### config.mk
export PLATFORM = sky130hd
export DESIGN_NAME = ldpc_codeword_merge
export DESIGN_NICKNAME = d
export VERILOG_FILES = /design/src/rtl/ldpc_encoder_pkg.sv /design/src/rtl/ldpc_skid_buffer.sv /design/src/rtl/ldpc_codeword_merge.sv
export SDC_FILE = /design/constraint.sdc
export NUM_CORES = 1
export LEC_CHECK = 0
export BUFFER_PORTS_ARGS = -buffer_cell sky130_fd_sc_hd__buf_2
export CAP_MARGIN = 20
export CORE_MARGIN = 2
export CORE_UTILIZATION = 58
export CTS_CLUSTER_DIAMETER = 100
export CTS_CLUSTER_SIZE = 24
export DETAILED_ROUTE_END_ITERATION = 6
export PLACE_DENSITY = 0.83
export SLEW_MARGIN = 30
export SYNTH_ARGS = -nofsm -noshare
export SYNTH_HDL_FRONTEND = slang
export SYNTH_SLANG_ARGS = --single-unit
### constraint.sdc
create_clock -name i_clock -period 2.8 [get_ports i_clock]
set_clock_uncertainty 0.15 [all_clocks]
set_input_delay 0 -clock i_clock [delete_from_list [all_inputs] [get_ports i_clock]]
set_output_delay 0 -clock i_clock [all_outputs]
set_load 0.01 [all_outputs]
### src/rtl/ldpc_encoder_pkg.sv
// Shared LDPC encoder definitions: merge FSM states and default codeword geometry.
package ldpc_encoder_pkg;

  localparam int LDPC_SYS_WORDS = 2048;
  localparam int LDPC_PAR_WORDS = 2048;

  typedef enum logic [1:0] {
    ST_INIT = 2'd0,
    ST_SYS  = 2'd1,
    ST_PAR  = 2'd2
  } merge_state_t;

  function automatic int max_int(input int a, input int b);
    return (a > b) ? a : b;
  endfunction

endpackage

### src/rtl/ldpc_skid_buffer.sv
// Two-entry ready/valid stage: registered output plus one spare register, 1-cycle latency.
// Ready depends only on occupancy, so i_ready never reaches o_ready combinationally.
module ldpc_skid_buffer #(
  parameter int W = 9
) (
  input  logic         i_clock,
  input  logic         i_reset,
  input  logic [W-1:0] i_data,
  input  logic         i_valid,
  output logic         o_ready,
  output logic [W-1:0] o_data,
  output logic         o_valid,
  input  logic         i_ready
);

  logic [W-1:0] spare_data;
  logic         spare_valid;
  logic         push;
  logic         pop;

  assign o_ready = !spare_valid;
  assign push    = i_valid && !spare_valid;
  assign pop     = o_valid && i_ready;

  always_ff @(posedge i_clock) begin
    if (i_reset) begin
      o_data      <= '0;
      o_valid     <= 1'b0;
      spare_data  <= '0;
      spare_valid <= 1'b0;
    end else if (pop || !o_valid) begin
      // Output slot frees up: the older spare word always goes first.
      if (spare_valid) begin
        o_data      <= spare_data;
        o_valid     <= 1'b1;
        spare_valid <= push;
        if (push) spare_data <= i_data;
      end else begin
        o_valid <= push;
        if (push) o_data <= i_data;
      end
    end else if (push) begin
      spare_data  <= i_data;
      spare_valid <= 1'b1;
    end
  end

endmodule

### src/rtl/ldpc_codeword_merge.sv
// Merges delayed systematic words then parity words into one codeword stream with a last marker.
// Optional o_frame_count port under LDPC_MERGE_FRAME_COUNT_EN.
module ldpc_codeword_merge
  import ldpc_encoder_pkg::*;
#(
  parameter int WIDTH     = 8,
  parameter int SYS_WORDS = LDPC_SYS_WORDS,
  parameter int PAR_WORDS = LDPC_PAR_WORDS
) (
  input  logic             i_clock,
  input  logic             i_reset,
  input  logic [WIDTH-1:0] i_sys_data,
  input  logic             i_sys_valid,
  output logic             o_sys_ready,
  input  logic [WIDTH-1:0] i_par_data,
  input  logic             i_par_valid,
  output logic             o_par_ready,
  output logic [WIDTH-1:0] o_out_data,
  output logic             o_out_valid,
  output logic             o_out_last,
  input  logic             i_out_ready
`ifdef LDPC_MERGE_FRAME_COUNT_EN
  ,
  output logic [31:0]      o_frame_count
`endif
);

  localparam int CNT_W = $clog2(max_int(SYS_WORDS, PAR_WORDS));
  localparam logic [CNT_W-1:0] SYS_LAST = CNT_W'(SYS_WORDS - 1);
  localparam logic [CNT_W-1:0] PAR_LAST = CNT_W'(PAR_WORDS - 1);
  localparam logic [CNT_W-1:0] CNT_ONE  = CNT_W'(1);

  merge_state_t     state;
  logic [CNT_W-1:0] word_cnt;
  logic             buf_ready;
  logic             sys_xfer;
  logic             par_xfer;
  logic             in_valid;
  logic [WIDTH:0]   in_payload;
  logic [WIDTH:0]   out_payload;

  assign o_sys_ready = (state == ST_SYS) && buf_ready;
  assign o_par_ready = (state == ST_PAR) && buf_ready;
  assign sys_xfer    = i_sys_valid && o_sys_ready;
  assign par_xfer    = i_par_valid && o_par_ready;
  assign in_valid    = sys_xfer || par_xfer;

  always_comb begin
    in_payload = {1'b0, i_sys_data};
    if (state == ST_PAR) in_payload = {word_cnt == PAR_LAST, i_par_data};
  end

  always_ff @(posedge i_clock) begin
    if (i_reset) begin
      state    <= ST_INIT;
      word_cnt <= '0;
    end else begin
      case (state)
        ST_INIT: state <= ST_SYS;
        ST_SYS: if (sys_xfer) begin
          if (word_cnt == SYS_LAST) begin
            word_cnt <= '0;
            state    <= ST_PAR;
          end else begin
            word_cnt <= word_cnt + CNT_ONE;
          end
        end
        ST_PAR: if (par_xfer) begin
          if (word_cnt == PAR_LAST) begin
            word_cnt <= '0;
            state    <= ST_SYS;
          end else begin
            word_cnt <= word_cnt + CNT_ONE;
          end
        end
        default: state <= ST_INIT;
      endcase
    end
  end

  ldpc_skid_buffer #(.W(WIDTH + 1)) u_skid (
    .i_clock (i_clock),
    .i_reset (i_reset),
    .i_data  (in_payload),
    .i_valid (in_valid),
    .o_ready (buf_ready),
    .o_data  (out_payload),
    .o_valid (o_out_valid),
    .i_ready (i_out_ready)
  );

  assign o_out_data = out_payload[WIDTH-1:0];
  assign o_out_last = out_payload[WIDTH];

`ifdef LDPC_MERGE_FRAME_COUNT_EN
  always_ff @(posedge i_clock) begin
    if (i_reset) o_frame_count <= '0;
    else if (o_out_valid && i_out_ready && o_out_last) o_frame_count <= o_frame_count + 32'd1;
  end
`endif

endmodule
==> impl_metrics.yaml, run 1 <==
outcome:
  status: "finished, final reports clean"
global_route:
  grt_max_degree: 26
  grt_overflow: 0
  antenna_found_initial: 0
  grt.total_usage_pct: 28.9
  first_global_vias: 1621
  grt_pass1_wl_um: 7230
routing:
  drt_iter0_drc: 90
  drc: 0
  drtPass1Iterations: 4
  wirelength_um: 4500
  final_antenna_net_count: 0
  via_count: 1611
  routed_via_density: 6.13
  wl_per_cell_um: 17.1
worst_setup_path:
  cp.depth: 5
  critPathRequiredTime_ns: 2.86
  r2r_cells: 5
  worst-path-buf-inv: 1
  crit_path_max_incr_delay_ns: 0.59
  path_cells: "nand2b_1, mux2_2, dlygate4sd3_1, o211ai_1, a21oi_1"
  critPathLaunchType: "register"
  slowest_stage: "dlygate4sd3_1"
  critPathKind: "reg2reg"
  cp.arrival_ns: 2.65
  path_max_fanout: 11
  crit_path_end_kind: "register"
  crit_family: "buffers and inverters"
die:
  ios: 33
  initial_core_util_pct: 60.5
  core_um2: 2730
  dieArea_um2: 3290
  die_h_um: 57.4
  die_x_um: 57.4
  rows: 19
synthesis:
  synthFlopType: "dfxtp_1"
  synth.distinct_cells: 42
  synth_seq_cells: 33
  synth_edf_count: 0
  ys_warn_count: 0
  netlist_area_um2: 1650
  synth_fp_nets: 201
  yosysSeqAreaShare_pct: 39.9
  avgSynthCellArea_um2: 9.24
  async_flop_share_pct: 0
  syn_inst: 179
pwr:
  power_density_nw_per_um2: 418
  peakVddDrop_mv: 0.430
  leakagePower_uw: 0.000843
timing:
  fin_crit_sh_pct: 92.5
  hold_viol: 0
  period_needed_ns: 2.59
  fin_setup_tns_ns: 0
  slew_violations: 0
  max_freq_mhz: 386
  max-slew-margin-rel_pct: 45.5
  finalSetupViolations: 0
  rsz0062_at_grt: "no"
  tightestPinTransition_ns: 0.813
cts:
  clock_latency_ns: 0.34
  cts-root-buf: "clkbuf_4"
  hold_buffers: 23
  path_clk_slew_ns: 0.10
  cts_tree: "done"
  cts_setup_buffers: 0
  numCtsBuffers: 5
  cts_sinks: 33
  cts.htree.levels: 2
  cts_max_path_buffers: 2
  post_cts_resize_count: 0
cells_and_area:
  n_antenna_cell: 0
  stdcell_count: 263
  multi_input_area_um2: 920
  final_util_pct: 76.8
  n_fill_cell: 171
  drive_above_1_share_pct: 23.7
  nNetsFinal: 254
  seq_area_um2: 661
  syn_to_final_growth_pct: 26.9
job:
  cap_viol_max_count: 0
placed_design:
  place_inst: 233
  place.gp.congestion: 0.782
  place_hpwl_um: 2470
  io_buffer_count: 32
hold_path:
  hold_depth: 2
  worstHoldPathType: "reg2reg"
==> stage by stage <==
stage / hold WS [ns] / instance area, um^2 / setup slack [ns] / total power, uW
6_report: 0.313 / 2100 / 0.210 / 877
5_1_grt: 0.333 / 2100 / 0.115 / 908
4_1_cts: 0.312 / 2100 / 0.336 / 874
3_5_place_dp: 0.163 / 1810 / 0.729 / 582
3_3_place_gp: 0.154 / 1810 / 0.851 / 577
2_1_floorplan: 0.00183 / 1650 / 1.08 / 550
==> flip-flops by register name (all words and copies together), names as in the netlist <==
| name | count |
|---|---|
| u_skid.spare_data | 9 |
| u_skid.o_valid | 1 |
| state | 2 |
| u_skid.spare_valid | 1 |
| word_cnt | 11 |
| u_skid.o_data | 9 |
==> per-layer routing <==
| layer | track usage, % | vias up | share of wire, % |
|---|---|---|---|
| met5 | 0 | - | 0 |
| met2 | 49.4 | 70 | 52 |
| met3 | 10.2 | 21 | 6.6 |
| met1 | 31.4 | 770 | 38 |
| li1 | - | 750 | - |
| met4 | 14.6 | 0 | 3.4 |
==> worst min-delay path: stages, from the launching register on <==
cell and delay (ns):
dfxtp_1 0.32, nand2_1 0.05, a21oi_1 0.05
==> path summary, 6_finish.rpt <==
check,startpoint,end,slack (ns)
setup / recovery,state[0],u_skid.o_data[4],0.21
hold / removal,u_skid.o_data[5],u_skid.o_data[5],0.31
setup reg to reg,state[0],u_skid.o_data[4],0.21
hold reg to reg,u_skid.o_data[5],u_skid.o_data[5],0.31
==> cells by family (layout without fill, tap and decap cells) <==
group                    after synthesis  count (layout)  synth area share, %
AND/OR/NAND/NOR                       64              64                 21.9
AO/OA/AOI/OAI                         42              42                 18.2
flip-flops                            33              33                 39.9
multiplexers                          16              16                 10.2
buffers and inverters                 15              68                 4.77
XOR/XNOR                               8               8                 4.24
adder cells (fa/ha/maj)                1               1                0.756
==> cell usage in the layout, fill, tap and decap left out, drive strengths merged, types with 5 or more instances in the layout <==
master       Yosys  routed
o21ai            5       5
nor2            20      20
mux2             7       7
o211ai           9       9
buf              5      34
dlygate4sd3      0      23
mux2i            9       9
a21oi           14      14
nand2           10      10
xor2             8       8
nand2b          11      11
clkbuf           6       6
dfxtp           33      33
==> synth_stat cells, drive strengths merged, types with 3 or more instances <==
master   number  share of area [%]
xor2          8                4.2
o21ai         5                1.5
buf           5                2.4
nand3b        3                1.4
nand3         3               0.91
inv           4               0.91
a211oi        3                1.4
o211ai        9                4.1
nand2b       11                4.2
a21oi        14                4.2
mux2i         9                5.4
mux2          7                4.8
nor2         20                5.0
nand2        10                2.3
clkbuf        6                1.4
dfxtp        33                 40
o2111ai       3                1.6
==> where the power goes <==
group,internal (uW),switching (uW)
Sequential,481,8.69
Combinational,56.7,54.1
Clock,117,160
==> final cells by class <==
cell class | instances | area share (%)
multi-input cells | 131 | 43.8
flip-flops and latches | 33 | 31.5
repair buffers | 57 | 19.3
clock buffers | 6 | 2.44
well taps | 31 | 1.85
inverters | 4 | 0.716
clock inverters | 1 | 0.358
No activity file was read; power rests on OpenSTA's default activity.
==> run 2: changes to the inputs <==
- SYNTH_HIERARCHICAL: not set -> 1
==> run 2 against run 1 <==
Compared with the run above:
- worst setup slack improved by 0.13 ns
- power is 13% higher
- non-clock buffer count fell by 4
- count of clock-buffer cells in the layout rose by 1
- final area up 1.2%
- routed wire length fell by 8.8%
- sequential power grew 0.8%
- flip-flop and latch count is the same
- critical endpoint is now u_skid/spare_data[7]
- critical path depth unchanged
- final cell count is 2.7% lower
==> impl_metrics.yaml, run 2 <==
cells_and_area:
  top_register: "word_cnt"
  design_area_um2: 2120
  n_fill_cell: 176
  multi_input_area_um2: 963
  final_cell_mix: "dfxtp_1 (33), buf_2 (32), a21oi_1 (21), nand2_1 (20), dlygate4sd3_1 (20)"
  final_common_cell: "dfxtp_1"
  n_antenna_cell: 0
  syn_to_final_growth_pct: 25.8
  drive_above_1_share_pct: 31.1
  reg_top3: "word_cnt: 11 flops, u_skid/o_data: 9 flops, u_skid/spare_data: 9 flops"
  nNetsFinal: 246
  largest_reg_flops: 11
  seq_area_um2: 661
die:
  die_x_um: 57.9
  ios: 33
  dieArea_um2: 3360
  die_h_um: 57.9
  core_um2: 2760
  initial_core_util_pct: 61.2
  rows: 19
cts:
  clock_latency_ns: 0.34
  post_cts_resize_count: 0
  numCtsBuffers: 5
  path_clk_slew_ns: 0.11
  cts_max_path_buffers: 2
  cts.htree.levels: 2
  cts-root-buf: "clkbuf_4"
  cts_sinks: 33
  cts_tree: "done"
synthesis:
  synthFlopType: "dfxtp_1"
  syn_inst: 174
  yosysSeqAreaShare_pct: 39.1
  synth_seq_cells: 33
  synthTopCellsByCount: "dfxtp_1 (33), a21oi_1 (21), nand2_1 (20)"
  netlist_area_um2: 1690
  yosys.area.top_type_share_pct: 39.1
  synth.distinct_cells: 46
  ys_warn_count: 6
  synth_most_common_cell: "dfxtp_1"
  yosys.area.top_type: "dfxtp_1"
  synth_fp_nets: 196
  async_flop_share_pct: 0
  avgSynthCellArea_um2: 9.70
  synth_edf_count: 0
  synth_area_leaders: "dfxtp_1 (39%), a211oi_2 (8.2%), a21oi_1 (6.2%)"
timing:
  fin_setup_tns_ns: 0
  max-slew-margin-rel_pct: 58.8
  max_freq_mhz: 407
  hold_viol: 0
  period_needed_ns: 2.46
  fin_ws_ns: 0.343
  finalSetupViolations: 0
  rsz0062_at_grt: "no"
  tightestPinTransition_ns: 0.618
  slew_violations: 0
  hold_ws_ns: 0.0436
  fin_crit_sh_pct: 87.8
routing:
  final_antenna_net_count: 0
  drt_iter0_drc: 94
  drtPass1Iterations: 4
  drc: 0
  via_count: 1541
  routed_via_density: 6.02
  wl_per_cell_um: 16.0
  wirelength_um: 4100
worst_setup_path:
  worst-path-buf-inv: 1
  critPathLaunchType: "register"
  critPathRequiredTime_ns: 2.85
  crit_path_max_incr_delay_ns: 0.55
  path_max_fanout: 11
  cp.depth: 5
  critPathKind: "reg2reg"
  crit_path_end_kind: "register"
  path_cells: "nand2b_1, mux2_2, dlygate4sd3_1, nand2_1, a21oi_1"
  cp.arrival_ns: 2.50
  crit_family: "simple AND/OR/NAND/NOR gates"
  slowest_stage: "nand2b_1"
  r2r_cells: 5
placed_design:
  place_ws_ns: 0.753
  place_hpwl_um: 2670
  place.gp.congestion: 0.820
  io_buffer_count: 32
  placed_cell_area_um2: 1840
global_route:
  grt_overflow: 0
  grt_max_degree: 28
  antenna_found_initial: 0
  first_global_vias: 1491
  grt_pass1_wl_um: 6760
  grt.total_usage_pct: 26.5
pwr:
  peakVddDrop_mv: 0.628
  p_int_uw: 761
  power_density_nw_per_um2: 467
  leakagePower_uw: 0.000827
  p_sw_share_pct: 23.3
  power_switching_uw: 231
  power_frac_comb_pct: 12.7
  total_power_uw: 992
  p_clk_share_pct: 37.6
  pwr-share-seq_pct: 49.7
job:
  cap_viol_max_count: 0
outcome:
  status: "finished, final reports clean"
hold_path:
  worstHoldPathType: "in2reg"
  hold_depth: 4
==> run 2: changes by cell type after synthesis, sizes merged, moves of 3 or more <==
cell,change
nand2b,-9
nand2,+10
o21ai,-4
a21oi,+9
xor2,-4
xnor2,+3
a211oi,+8
o211ai,-7
nor2,-6
==> run 2: timing repair <==
item	CTS	global route
endpoints found under the hold margin	12	0
setup buffers	0	0
hold buffers	20	0
==> run 2: final timing paths <==
check	startpoint	endpoint	slack, ns
max	state[0]	u_skid/spare_data[7]	0.34
min	i_par_data[6]	u_skid/o_data[6]	0.04
max reg2reg	state[0]	u_skid/spare_data[7]	0.34
min reg2reg	u_skid/spare_data[5]	u_skid/spare_data[5]	0.32
==> run 2: area by class of cell <==
class                   count  share of cell area (%)
repair buffers             53                    17.3
clock buffers               7                    2.59
clock inverters             1                    1.41
flip-flops and latches     33                    31.1
inverters                   2                   0.354
multi-input cells         129                    45.4
well taps                  31                    1.83
==> run 2: tightest hold or removal path, delay by kind of cell <==
kind | cells | cell delay, ns
buffers and inverters | 1 | 0.08
AO/OA/AOI/OAI | 1 | 0.20
multiplexers | 2 | 0.21
==> run 2: per-layer routing <==
metal | routed length [um] | up-vias | track usage, %
met3 | 196 | 6 | 6.70
li1 | - | 733 | -
met2 | 2050 | 50 | 44.3
met5 | 0 | - | 0
met1 | 1820 | 752 | 33.3
met4 | 38 | 0 | 9.30
==> run 2: per-stage QoR <==
| step | util (%) | instances |
|---|---|---|
| after floorplan | - | 174 |
| after global placement | 66.7 | 228 |
| after detailed placement | 66.7 | 228 |
| after CTS | 77.0 | 256 |
| after global routing | 77.0 | 256 |
| final | 77.0 | 256 |
==> run 2: logic make-up (layout without fill, tap and decap cells) <==
kind of cell	after synthesis	in the layout	synth area share, %
simple gates	57	57	19.2
flops	33	33	39.1
fa+ha+maj	1	1	0.741
xor+xnor	7	7	3.63
buf+inv	12	63	3.78
mux	18	18	11.3
compound gates	46	46	22.2
==> run 2: power by group through the flow <==
stage	clock network, uW	registers [uW]	logic, uW
2_1_floorplan	0	508	63.8
3_3_place_gp	0	503	98.5
3_5_place_dp	0	504	103
4_1_cts	380	493	124
5_1_grt	394	495	135
6_report	373	494	126
==> run 3: changes to the inputs <==
- PLACE_DENSITY: 0.83 -> 0.86
- SLEW_MARGIN: 30 -> 20
==> run 3 against run 2 <==
Compared with the run above:
- register-to-register slack is essentially flat
- sequential power about the same
- via count down 2.7%
- worst setup slack better by 0.0071 ns
- final cell count is 0.39% lower
- final area down 1.9%
- highest routed layer unchanged
- power decreased by 12%
- first-iteration DRC count rose by 1.1%
- critical endpoint is now u_skid/spare_data[1]
- largest cell class unchanged
- utilization shrank 1.5 points
==> impl_metrics.yaml, run 3 (synthesized netlist as in run 2, its figures left out) <==
outcome:
  status: "finished, final reports clean"
die:
  dieArea_um2: 3360
  die_x_um: 57.9
  ios: 33
  initial_core_util_pct: 61.2
  rows: 19
  core_um2: 2760
  die_h_um: 57.9
routing:
  drc: 0
  final_antenna_net_count: 0
  drtPass1Iterations: 4
  routed_via_density: 5.88
  via_count: 1499
  drt_iter0_drc: 95
  wirelength_um: 4210
  wl_per_cell_um: 16.5
timing:
  rsz0062_at_grt: "no"
  hold_viol: 0
  finalSetupViolations: 0
  max-slew-margin-rel_pct: 59.1
  slew_violations: 0
  period_needed_ns: 2.45
  max_freq_mhz: 408
  hold_ws_ns: 0.0112
  fin_setup_tns_ns: 0
  fin_crit_sh_pct: 87.5
  tightestPinTransition_ns: 0.614
cells_and_area:
  nNetsFinal: 245
  stdcell_count: 255
  drive_above_1_share_pct: 31.7
  reg_top3: "word_cnt: 11 flops, u_skid/o_data: 9 flops, u_skid/spare_data: 9 flops"
  syn_to_final_growth_pct: 23.4
  final_common_cell: "dfxtp_1"
  top_register: "word_cnt"
  final_cell_mix: "dfxtp_1 (33), buf_2 (32), a21oi_1 (21), nand2_1 (20), dlygate4sd3_1 (19)"
  n_antenna_cell: 0
  largest_reg_flops: 11
global_route:
  grt_overflow: 0
  grt.total_usage_pct: 27.5
  antenna_found_initial: 0
  grt_max_degree: 28
  first_global_vias: 1478
  grt_pass1_wl_um: 6870
cts:
  cts_tree: "done"
  cts.htree.levels: 2
  cts_sinks: 33
  cts_max_path_buffers: 2
  numCtsBuffers: 5
  cts-root-buf: "clkbuf_4"
  path_clk_slew_ns: 0.10
  clock_latency_ns: 0.33
worst_setup_path:
  critPathKind: "reg2reg"
  critPathLaunchType: "register"
  slowest_stage: "dlygate4sd3_1"
  crit_path_end_kind: "register"
  worst-path-buf-inv: 1
  crit_path_max_incr_delay_ns: 0.58
  cp.arrival_ns: 2.50
  path_cells: "nand2b_1, mux2_2, dlygate4sd3_1, nand2_1, a21oi_1"
  critPathRequiredTime_ns: 2.84
  reg2reg_slack_ns: 0.35
  crit_family: "simple AND/OR/NAND/NOR gates"
  path_max_fanout: 11
placed_design:
  io_buffer_count: 32
  place_hpwl_um: 2730
  place.gp.congestion: 0.819
  place_inst: 228
pwr:
  total_power_uw: 878
  leakagePower_uw: 0.000809
  peakVddDrop_mv: 0.426
  power_density_nw_per_um2: 422
job:
  cap_viol_max_count: 0
hold_path:
  worstHoldPathType: "in2reg"
run 3: area by class of cell:
| type | instances | area, um^2 |
|---|---|---|
| tap | 31 | 38.8 |
| clock inverter | 3 | 17.5 |
| fill | 185 | 674 |
| multi-input combinational | 129 | 963 |
| inverter | 2 | 7.51 |
| clock buffer | 5 | 37.5 |
| sequential | 33 | 661 |
| timing repair buffer | 52 | 358 |
run 3: report_power, final:
group	leakage, uW	internal (uW)	switching [uW]
clock network	0.0000310	94.6	162
logic	0.000509	63.8	63.4
registers	0.000268	484	10.5
run 3: through the flow:
step / instance area, um^2 / setup slack (ns) / utilization, %
3_3_place_gp: 1840 / 0.879 / 66.7
4_1_cts: 2080 / 0.429 / 75.5
3_5_place_dp: 1840 / 0.780 / 66.7
6_report: 2080 / 0.350 / 75.5
2_1_floorplan: 1690 / 0.800 / -
5_1_grt: 2080 / 0.262 / 75.5
run 3: path summary, 6_finish.rpt:
path / startpoint / end / depth (start not counted)
worst max-delay path: state[0] / u_skid/spare_data[1] / 5
worst min-delay path: i_reset / word_cnt[2] / 2
worst min register to register: u_skid/spare_data[6] / u_skid/spare_data[6] / 2
worst max register to register: state[0] / u_skid/spare_data[1] / 5
run 3: repair_timing:
item | CTS | global route
buffers inserted | 0 | 0
resized for setup | 0 | 0
endpoints found under the hold margin | 10 | 0
hold buffers | 19 | 0
run 3: layer usage:
layer | vias up | share of wire, % | global-route usage (%)
met5 | - | 0 | 0
met4 | 0 | 4.0 | 15.6
met3 | 16 | 4.6 | 7.14
met2 | 43 | 51 | 45.8
met1 | 705 | 40 | 31.8
li1 | 735 | - | -
